<file path="config.mk">
export PLATFORM = sky130hd
export DESIGN_NAME = ntt_butterfly_14_flat
export DESIGN_NICKNAME = d
export VERILOG_FILES = /design/src/rtl/ntt_pkg.sv /design/src/rtl/ntt_butterfly_14_if.sv /design/src/rtl/mod_mult_m_14.sv /design/src/rtl/ntt_butterfly_14.sv /design/src/flat_wrapper.sv
export SDC_FILE = /design/constraint.sdc
export NUM_CORES = 2
export LEC_CHECK = 0
export BUFFER_PORTS_ARGS = -buffer_cell sky130_fd_sc_hd__buf_2
export CORE_AREA = 4 4 249 251
export CTS_CLUSTER_DIAMETER = 50
export DETAILED_ROUTE_END_ITERATION = 12
export DIE_AREA = 0 0 253 255
export PLACE_DENSITY_LB_ADDON = 0.08
export SLEW_MARGIN = 20
export SYNTH_ARGS = -nofsm -noshare
export SYNTH_HDL_FRONTEND = slang
export SYNTH_SLANG_ARGS = --single-unit
</file>
<file path="constraint.sdc">
create_clock -name clk -period 7.95 [get_ports clk]
set_input_delay 0.3975 -clock clk [delete_from_list [all_inputs] [get_ports clk]]
set_output_delay 0.3975 -clock clk [all_outputs]
set_load 0.005 [all_outputs]
</file>
<file path="src/rtl/ntt_pkg.sv">
// ntt_pkg
// Shared constants and helpers for the q = 12289 NTT datapath.
//   Q / Q_INV  : modulus and its Barrett constant floor(2^28 / Q)
//   DATA_W     : coefficient width
//   MULT_LAT   : fixed latency of mod_mult_m_14
//   mode_e     : butterfly flavour (Cooley-Tukey / Gentleman-Sande)
package ntt_pkg;

    localparam int DATA_W   = 14;
    localparam int MULT_LAT = 14;

    localparam logic [DATA_W-1:0] Q     = 14'd12289;
    localparam logic [DATA_W:0]   Q_INV = 15'd21843;

    typedef enum logic {
        MODE_CT = 1'b0,
        MODE_GS = 1'b1
    } mode_e;

    // Inputs are already reduced, so one conditional subtract suffices.
    function automatic logic [DATA_W-1:0] mod_add(input logic [DATA_W-1:0] a,
                                                  input logic [DATA_W-1:0] b);
        logic [DATA_W:0] s;
        s = {1'b0, a} + {1'b0, b};
        if (s >= {1'b0, Q})
            return DATA_W'(s - {1'b0, Q});
        return s[DATA_W-1:0];
    endfunction

    function automatic logic [DATA_W-1:0] mod_sub(input logic [DATA_W-1:0] a,
                                                  input logic [DATA_W-1:0] b);
        if (a < b)
            return DATA_W'({1'b0, a} + {1'b0, Q} - {1'b0, b});
        return a - b;
    endfunction

endpackage

</file>
<file path="src/rtl/ntt_butterfly_14_if.sv">
// ntt_butterfly_14_if
// Operand/result bundle of the butterfly.
//   master : drives in_* operands, observes out_* results and busy
//   slave  : the butterfly itself
interface ntt_butterfly_14_if
    import ntt_pkg::*;
#(
    parameter int TAG_W = 8
) ();
    logic              in_valid;
    logic              in_mode;
    logic [DATA_W-1:0] in_a;
    logic [DATA_W-1:0] in_b;
    logic [DATA_W-1:0] in_w;
    logic [TAG_W-1:0]  in_tag;
    logic              out_valid;
    logic [DATA_W-1:0] out_x;
    logic [DATA_W-1:0] out_y;
    logic [TAG_W-1:0]  out_tag;
    logic              busy;

    modport master (
        output in_valid, in_mode, in_a, in_b, in_w, in_tag,
        input  out_valid, out_x, out_y, out_tag, busy
    );

    modport slave (
        input  in_valid, in_mode, in_a, in_b, in_w, in_tag,
        output out_valid, out_x, out_y, out_tag, busy
    );
endinterface

</file>
<file path="src/rtl/mod_mult_m_14.sv">
// mod_mult_m_14
// Pipelined modular multiplier, o_p = i_a * i_b mod i_modulus, fixed
// latency MULT_LAT cycles, one operation per cycle, Barrett reduction.
//   clk, rst       : clock, async active-low reset
//   i_a, i_b       : operands, already reduced
//   i_modulus      : modulus
//   i_modulus_inv  : floor(2^28 / modulus)
//   o_p            : product, valid MULT_LAT edges after the operands
module mod_mult_m_14
    import ntt_pkg::*;
(
    input  logic              clk,
    input  logic              rst,
    input  logic [DATA_W-1:0] i_a,
    input  logic [DATA_W-1:0] i_b,
    input  logic [DATA_W-1:0] i_modulus,
    input  logic [DATA_W:0]   i_modulus_inv,
    output logic [DATA_W-1:0] o_p
);
    localparam int PW  = 2 * DATA_W;
    localparam int QW  = PW + DATA_W + 1;
    localparam int RW  = PW + 1;
    localparam int PAD = MULT_LAT - 4;

    logic [PW-1:0]     r_p1;
    logic [PW-1:0]     r_p2;
    logic [DATA_W:0]   r_qhat;
    logic [15:0]       r_r;
    logic [DATA_W-1:0] r_red;
    logic [DATA_W-1:0] r_dly [PAD];

    logic [15:0]       w_r;
    logic [15:0]       w_1q;
    logic [15:0]       w_2q;
    logic [DATA_W-1:0] w_red;

    // Barrett estimate undershoots the true quotient by at most 2, so the
    // remainder lands in [0, 3q) and needs up to two subtractions.
    always_comb begin
        w_r  = 16'(RW'(r_p2) - RW'(r_qhat) * RW'(i_modulus));
        w_1q = {2'b00, i_modulus};
        w_2q = {1'b0, i_modulus, 1'b0};
        w_red = r_r[DATA_W-1:0];
        if (r_r >= w_2q)
            w_red = DATA_W'(r_r - w_2q);
        else if (r_r >= w_1q)
            w_red = DATA_W'(r_r - w_1q);
    end

    always_ff @(posedge clk or negedge rst) begin
        if (!rst) begin
            r_p1   <= '0;
            r_p2   <= '0;
            r_qhat <= '0;
            r_r    <= '0;
            r_red  <= '0;
            for (int i = 0; i < PAD; i++)
                r_dly[i] <= '0;
        end else begin
            r_p1   <= PW'(i_a) * PW'(i_b);
            r_p2   <= r_p1;
            r_qhat <= (DATA_W + 1)'((QW'(r_p1) * QW'(i_modulus_inv)) >> PW);
            r_r    <= w_r;
            r_red  <= w_red;
            r_dly[0] <= r_red;
            for (int i = 1; i < PAD; i++)
                r_dly[i] <= r_dly[i-1];
        end
    end

    assign o_p = r_dly[PAD-1];

endmodule

</file>
<file path="src/rtl/ntt_butterfly_14.sv">
// ntt_butterfly_14
// Fully pipelined mod-12289 butterfly, CT or GS per operation, latency 15,
// throughput one per cycle, results in order with the tag echoed.
//   clk, rst : clock, async active-low reset
//   bus      : ntt_butterfly_14_if slave (operands in, results/busy out)
module ntt_butterfly_14
    import ntt_pkg::*;
#(
    parameter int TAG_W = 8
) (
    input  logic               clk,
    input  logic               rst,
    ntt_butterfly_14_if.slave  bus
);
    logic              r_s0_valid;
    logic              r_s0_mode;
    logic [DATA_W-1:0] r_s0_side;
    logic [DATA_W-1:0] r_s0_mop;
    logic [DATA_W-1:0] r_s0_w;
    logic [TAG_W-1:0]  r_s0_tag;

    logic [MULT_LAT-1:0] r_dly_valid;
    logic [MULT_LAT-1:0] r_dly_mode;
    logic [DATA_W-1:0]   r_dly_side [MULT_LAT];
    logic [TAG_W-1:0]    r_dly_tag  [MULT_LAT];

    logic              r_out_valid;
    logic [DATA_W-1:0] r_out_x;
    logic [DATA_W-1:0] r_out_y;
    logic [TAG_W-1:0]  r_out_tag;

    logic [DATA_W-1:0] w_prod;
    logic [DATA_W-1:0] w_side;
    logic [DATA_W-1:0] w_x;
    logic [DATA_W-1:0] w_y;

    // Stage 0: CT multiplies b and carries a; GS folds the sum into the side
    // path and multiplies the difference.
    always_ff @(posedge clk or negedge rst) begin
        if (!rst) begin
            r_s0_valid <= 1'b0;
            r_s0_mode  <= 1'b0;
            r_s0_side  <= '0;
            r_s0_mop   <= '0;
            r_s0_w     <= '0;
            r_s0_tag   <= '0;
        end else begin
            r_s0_valid <= bus.in_valid;
            r_s0_mode  <= bus.in_mode;
            r_s0_w     <= bus.in_w;
            r_s0_tag   <= bus.in_tag;
            if (mode_e'(bus.in_mode) == MODE_GS) begin
                r_s0_side <= mod_add(bus.in_a, bus.in_b);
                r_s0_mop  <= mod_sub(bus.in_a, bus.in_b);
            end else begin
                r_s0_side <= bus.in_a;
                r_s0_mop  <= bus.in_b;
            end
        end
    end

    mod_mult_m_14 u_mult (
        .clk           (clk),
        .rst           (rst),
        .i_a           (r_s0_mop),
        .i_b           (r_s0_w),
        .i_modulus     (Q),
        .i_modulus_inv (Q_INV),
        .o_p           (w_prod)
    );

    // Sideband delay matched to the multiplier latency.
    always_ff @(posedge clk or negedge rst) begin
        if (!rst) begin
            r_dly_valid <= '0;
            r_dly_mode  <= '0;
            for (int i = 0; i < MULT_LAT; i++) begin
                r_dly_side[i] <= '0;
                r_dly_tag[i]  <= '0;
            end
        end else begin
            r_dly_valid   <= {r_dly_valid[MULT_LAT-2:0], r_s0_valid};
            r_dly_mode    <= {r_dly_mode[MULT_LAT-2:0], r_s0_mode};
            r_dly_side[0] <= r_s0_side;
            r_dly_tag[0]  <= r_s0_tag;
            for (int i = 1; i < MULT_LAT; i++) begin
                r_dly_side[i] <= r_dly_side[i-1];
                r_dly_tag[i]  <= r_dly_tag[i-1];
            end
        end
    end

    assign w_side = r_dly_side[MULT_LAT-1];

    always_comb begin
        w_x = w_side;
        w_y = w_prod;
        if (mode_e'(r_dly_mode[MULT_LAT-1]) == MODE_CT) begin
            w_x = mod_add(w_side, w_prod);
            w_y = mod_sub(w_side, w_prod);
        end
    end

    always_ff @(posedge clk or negedge rst) begin
        if (!rst) begin
            r_out_valid <= 1'b0;
            r_out_x     <= '0;
            r_out_y     <= '0;
            r_out_tag   <= '0;
        end else begin
            r_out_valid <= r_dly_valid[MULT_LAT-1];
            if (r_dly_valid[MULT_LAT-1]) begin
                r_out_x   <= w_x;
                r_out_y   <= w_y;
                r_out_tag <= r_dly_tag[MULT_LAT-1];
            end
        end
    end

    assign bus.out_valid = r_out_valid;
    assign bus.out_x     = r_out_x;
    assign bus.out_y     = r_out_y;
    assign bus.out_tag   = r_out_tag;
    // The output register is not counted: busy drops as the last result lands.
    assign bus.busy      = r_s0_valid | (|r_dly_valid);

endmodule

</file>
<file path="src/flat_wrapper.sv">
// flat-port wrapper written by rule: the top's interface ports become plain ports
module ntt_butterfly_14_flat import ntt_pkg::*;
#(
    parameter int TAG_W = 8
)
  (clk, rst, bus_in_valid, bus_in_mode, bus_in_a, bus_in_b, bus_in_w, bus_in_tag, bus_out_valid, bus_out_x, bus_out_y, bus_out_tag, bus_busy);
  ntt_butterfly_14_if #(.TAG_W(TAG_W)) bus_i ();
  input  logic clk;
  input  logic rst;
  input wire logic [$bits(bus_i.in_valid)-1:0] bus_in_valid;
  input wire logic [$bits(bus_i.in_mode)-1:0] bus_in_mode;
  input wire logic [$bits(bus_i.in_a)-1:0] bus_in_a;
  input wire logic [$bits(bus_i.in_b)-1:0] bus_in_b;
  input wire logic [$bits(bus_i.in_w)-1:0] bus_in_w;
  input wire logic [$bits(bus_i.in_tag)-1:0] bus_in_tag;
  output wire logic [$bits(bus_i.out_valid)-1:0] bus_out_valid;
  output wire logic [$bits(bus_i.out_x)-1:0] bus_out_x;
  output wire logic [$bits(bus_i.out_y)-1:0] bus_out_y;
  output wire logic [$bits(bus_i.out_tag)-1:0] bus_out_tag;
  output wire logic [$bits(bus_i.busy)-1:0] bus_busy;
  assign bus_i.in_valid = bus_in_valid;
  assign bus_i.in_mode = bus_in_mode;
  assign bus_i.in_a = bus_in_a;
  assign bus_i.in_b = bus_in_b;
  assign bus_i.in_w = bus_in_w;
  assign bus_i.in_tag = bus_in_tag;
  assign bus_out_valid = bus_i.out_valid;
  assign bus_out_x = bus_i.out_x;
  assign bus_out_y = bus_i.out_y;
  assign bus_out_tag = bus_i.out_tag;
  assign bus_busy = bus_i.busy;
  ntt_butterfly_14 #(.TAG_W(TAG_W)) u_core (.clk(clk), .rst(rst), .bus(bus_i));
endmodule
</file>
### Word-level counts from Yosys, hierarchy flattened

Cells that the tools add are included.

| storage, ports and cells | value |
|---|---|
| register bits after elaboration | 654 |
| bits of input ports | 54 |

| operators by class | value |
|---|---|
| $mul | 3 |
| add/subtract/negate cells | 13 |
| bitwise logic cells | 1 |
| magnitude comparators | 6 |
| reductions and logical operators | 1 |
| multiplexer cells | 22 |

Operators by type and width:

| kind | count |
|---|---|
| 2-to-1 mux 14 bit | 14 |
| subtractor 14 bit | 4 |
| subtractor 14 bit, second input constant | 4 |
| multiplier 28 x 15 -> 43 bit, second input constant | 1 |
| adder 14 x 14 -> 15 bit | 2 |
| >= comparator 15 x 14 -> 1 bit, second input constant | 2 |
| adder 14 bit, second input constant | 2 |
| < comparator 14 bit | 2 |
| multiplier 14 x 14 -> 28 bit | 1 |
| >= comparator 16 x 14 -> 1 bit, second input constant | 1 |
| >= comparator 16 x 15 -> 1 bit, second input constant | 1 |
| multiplier 15 x 14 -> 16 bit, second input constant | 1 |
| subtractor 16 bit | 1 |
| OR reduction 14 bit | 1 |
| 2-to-1 mux 1 bit | 8 |
| OR 1 bit | 1 |

### Logic depth before layout (Yosys ltp)

| logic depth | value |
|---|---|
| depth after elaboration | 6 |
| gate-level depth with buffers | 25 |

### Hierarchy

From an unflattened synthesis, not the netlist that was laid out.

| second synthesis, totals | value |
|---|---|
| cell total of the unflattened synthesis | 4513 |
| area, all modules | 48171.2 um^2 |

Modules (own cells, without submodules):

| module | area each (um^2) | instances | cells each |
|---|---|---|---|
| mod_mult_m_14 | 30950.9 | 1 | 3146 |
| ntt_butterfly_14 | 17220.3 | 1 | 1367 |

### Worst setup path after synthesis

OpenSTA, ideal clock, no wires.

| timing path | value |
|---|---|
| path type | register -> register |
| start | reg u_core.r_s0_w[3] |
| end | reg u_core.u_mult.r_p1[27] |
| arrival | 5.983 ns |
| period minus slack after synthesis | 6.063 ns |
| buffers on the path | 1 |
| required time | 7.870 ns |
| path slack | 1.887 ns |
| stages on the path, launching flop included | 23 |
| path through | dfrtp_1 > clkbuf_1 > and2_1 > fa_1 > inv_1 > fa_1 > inv_1 > fa_1 > fa_1 > fa_1 > inv_1 > fa_1 > inv_1 > ha_1 > a211o_1 > o32a_1 > o311a_1 > o21a_1 > a41oi_1 > a211oi_1 > a21o_1 > a21oi_1 > xnor2_1 |

| on the way | value |
|---|---|
| cells in the longest elaborated chain, start to end | 1 |

RTL lines:

| element | line | RTL |
|---|---|---|
| from (decl) | ntt_butterfly_14.sv:19 | `logic [DATA_W-1:0] r_s0_w;` |
| from (signal assigned) | ntt_butterfly_14.sv:50 | `r_s0_w <= bus.in_w;` |
| multiplier 14 x 14 -> 28 bit | mod_mult_m_14.sv:60 | `r_p1 <= PW'(i_a) * PW'(i_b);` |
| to (signal assigned) | mod_mult_m_14.sv:60 |  |
| to (decl) | mod_mult_m_14.sv:25 | `logic [PW-1:0] r_p1;` |

Every way passes these cells.
A chain may end at the register's enable or synchronous reset.

### Worst setup path in the final report

| timing path | value |
|---|---|
| start | reg u_core.r_s0_mop[5] |
| end | reg u_core.u_mult.r_p1[27] |

| on the way | value |
|---|---|
| cells in the longest elaborated chain, start to end | 1 |

RTL lines:

| element | line | RTL |
|---|---|---|
| from (decl) | ntt_butterfly_14.sv:18 | `logic [DATA_W-1:0] r_s0_mop;` |
| from (signal assigned) | ntt_butterfly_14.sv:54 | `r_s0_mop <= mod_sub(bus.in_a, bus.in_b);` |
| from (signal assigned) | ntt_butterfly_14.sv:57 | `r_s0_mop <= bus.in_b;` |
| multiplier 14 x 14 -> 28 bit | mod_mult_m_14.sv:60 |  |

Every way passes these cells.

==> results.md <==
* Root buffer cell: clkbuf_16
* Fmax achieved at 151 MHz
* RSZ-0062 raised after global routing: no
* Relative slew margins at 31.2%
* RR Startpoint: u_core.r_s0_mop[5]$_DFF_PN0_
* Seq. cell area at 16,400 um2
* FFs w/ async S/R, synth at 100%
* Max cap viols at 0
* R2r worst-path depth at 24
* Placer congestion estimate at 0.934
* Seq/Total Area, Yosys at a little over two fifths
* GRT Total Usage at between 20% and 30%
* Worst-case clock buffer depth at 3
* Multi-input gate area at 18,800 um2
* CTS HTree Levels at 3
* Worst path required time at 8490 ps
* Antenna-violating nets left at 0
* CTS Buf Count at 76
* Yosys top cell by area: dfrtp_1
* Final critical-path required period at 6620 ps
* Initial Utilization at 63.2%
* Status: completed
* Die area at 64,500 um2
* Area Growth Syn to Fin at 11.2%
* Hold path start: bus_in_b[2]
* Via/cell ratio at 5.36
* CTS clk-pin slew, worst paths at 60 ps
* Initial antenna violation count at 0
* Clock tree from TritonCTS: done
* Final Hold Viols at 0
* Avg Cell Area, Syn at about 12 um2
* Worst-margin pin slew at 1030 ps
* Worst Hold Class: in2reg
* Worst Setup Path Type: reg2reg
* Die Height at between 200 and 300 um
* Fillers at 4,222
* Largest net degree at the start of global routing at 195
* DIE WIDTH at 253 um
* Total clock sinks at about 650
* Seq cells post-synth at 654
* Crit-path max FO at 14
* Worst EP arrival at 7160 ps
* Top cells by area, synth: dfrtp_1 (43%), fa_1 (16%), ha_1 (14%)
* Number of synthesized flops with an enable pin at 0
* Vias in the first global route at 25,200
* Final worst-path cycle share at 83.2%
* Hold Path Stages at 3
* Clock Latency Late Sink at 630 ps
* # rows at 90
* Syn Nets at 4,057
* Initial DRC count at 1,314
* Post-DP HPWL at 56,600 um
* Worst Hold Endpoint: u_core.r_s0_mop[2]$_DFF_PN0_
* CP startpoint kind: register
* Worst R2R End: u_core.u_mult.r_p1[27]$_DFF_PN0_
* Yosys warning count at 0
* Ports at 92
* Layout Skew at 42.7 ps
* Post-Synthesis Cells at 3,258
* Total gr overflow at 0
* Setup tns final at 0 ps
* Pre-antenna DRT Iters at 6
* R2r setup slk at around 1300 ps
* Antenna Cells at 0
* Top cell type's share of synthesized area at 43.2%
* Via count at 22,700
* Post-Route WL at approximately 78,000 um
* DRC violations left at 0
* Nets at 4,191
* Share of layout cells above drive strength 1 at 7.93%
* Synth cell types at a little over 80
* Top_reg_cell synth: dfrtp_1
* First-pass GRT wire length at 131,000 um
* CORE AREA at 59,900 um2
* Drt wl/cell at 18.5 um
* Input/output buffers at between 90 and 100
* Setup crit end kind: register
* Final setup vio count at 0
* Cell Area, Synth at 37,900 um2
* Pins Over Slew Limit at 0
[cell usage in the layout (no fill, tap or decap), types with 29 or more instances in the layout]
cell,count
o21ai_0,77
a21oi_1,102
xnor2_1,114
ha_1,434
dfrtp_1,653
fa_1,311
nor3_1,29
clkbuf_16,76
and2_1,105
xor2_1,44
buf_2,90
inv_1,642
nand3_1,48
nor2_1,96
nand2_1,181
[cell families (layout without fill, tap and decap cells)]
logic type,after synthesis,after routing,share of synthesized area (%)
xor gates and xnor gates,158,158,3.65
and+or+nand+nor,579,579,7.58
AOI/OAI and AO/OA,387,387,7.00
muxes,24,24,0.684
DFF,654,654,43.2
adders and majority gates,745,745,30.8
buffers and inverters,711,908,7.08
[per-layer routing]
layer / GRT usage, % / part of all wire [%] / vias up
li1: - / - / 10600
met1: 33.6 / 42 / 11500
met2: 45.3 / 52 / 454
met3: 3.91 / 3.8 / 122
met4: 5.94 / 2.0 / 0
met5: 0 / 0 / -
[synth_stat cells (all sizes together) (24+ instances only)]
| cell type | instances |
|---|---|
| a21o | 24 |
| a21oi | 103 |
| inv | 642 |
| and2 | 105 |
| nand2 | 181 |
| nor2b | 27 |
| nor2 | 96 |
| ha | 434 |
| o21ai | 81 |
| nand3 | 48 |
| xnor2 | 114 |
| dfrtp | 654 |
| nor3 | 29 |
| xor2 | 44 |
| clkbuf | 61 |
| fa | 311 |
[through the flow]
step                hold WS (ps)  instances  utilization (%)  worst slack [ps]  instance area (um2)
floorplan                    102       3258                -              1890                37900
global placement             331       4072             65.3              1520                39100
detailed placement           335       4072             65.3              1400                39100
CTS                         72.3       4237             70.3              1320                42100
global route                81.3       4237             70.3               857                42100
finish                       106       4237             70.3              1330                42100
[repair_timing]
action | 4_1_cts | 5_1_grt
hold endpoints to repair | 133 | 0
buffers inserted | 0 | 0
hold buffers | 24 | 0
gates resized for setup | 0 | 0
[critical path: stages, from the launching register on]
cell and delay, ps:
dfrtp_1 600, and2_1 270, fa_1 530, inv_1 50, fa_1 520, inv_1 50, fa_1 500, inv_1 50
fa_1 480, inv_1 60, fa_1 530, inv_1 50, fa_1 520, inv_1 40, ha_1 330, a21oi_1 270
a21oi_1 120, o32a_1 210, o311a_1 160, o21a_1 240, a41oi_1 250, a211oi_1 140, a21o_1 200, a21oi_1 210
xnor2_1 150
[how the worst max path moves through the flow]
| stage | start | to | depth (start not counted) |
|---|---|---|---|
| global route | u_core.r_s0_mop[5]$_DFF_PN0_ | u_core.u_mult.r_p1[26]$_DFF_PN0_ | 23 |
| detailed placement | u_core.r_s0_mop[5]$_DFF_PN0_ | u_core.u_mult.r_p1[27]$_DFF_PN0_ | 24 |
| global placement | u_core.r_s0_mop[6]$_DFF_PN0_ | u_core.u_mult.r_p1[27]$_DFF_PN0_ | 21 |
| floorplan | u_core.r_s0_w[3]$_DFF_PN0_ | u_core.u_mult.r_p1[27]$_DFF_PN0_ | 22 |
| CTS | u_core.r_s0_mop[5]$_DFF_PN0_ | u_core.u_mult.r_p1[27]$_DFF_PN0_ | 24 |
| finish | u_core.r_s0_mop[5]$_DFF_PN0_ | u_core.u_mult.r_p1[27]$_DFF_PN0_ | 24 |
[sequential cells by signal, summed over array words and instances (netlist names)]
signal / flops
u_core.bus.out_tag: 8
u_core.bus.out_valid: 1
u_core.bus.out_x: 14
u_core.bus.out_y: 14
u_core.r_dly_mode: 14
u_core.r_dly_side: 182
u_core.r_dly_tag: 112
u_core.r_dly_valid: 14
u_core.r_s0_mode: 1
u_core.r_s0_mop: 14
u_core.r_s0_side: 14
u_core.r_s0_tag: 8
u_core.r_s0_valid: 1
u_core.r_s0_w: 14
u_core.u_mult.o_p: 14
u_core.u_mult.r_dly: 126
u_core.u_mult.r_p1: 28
u_core.u_mult.r_p2: 16
u_core.u_mult.r_qhat: 15
u_core.u_mult.r_r: 16
u_core.u_mult.r_red: 14
u_core.w_side: 14
[final cells by class]
cell class / instances / share of cell area, %
timing repair buffer: 124 / 1.90
inverter: 643 / 5.73
clock buffer: 93 / 4.81
sequential: 654 / 38.9
clock inverter: 48 / 1.68
tap: 782 / 2.32
multi-input combinational: 1893 / 44.7
Power is left out: the tool's default activity adds up to more than one toggle a clock period on the data nets, which glitch-free logic cannot reach.
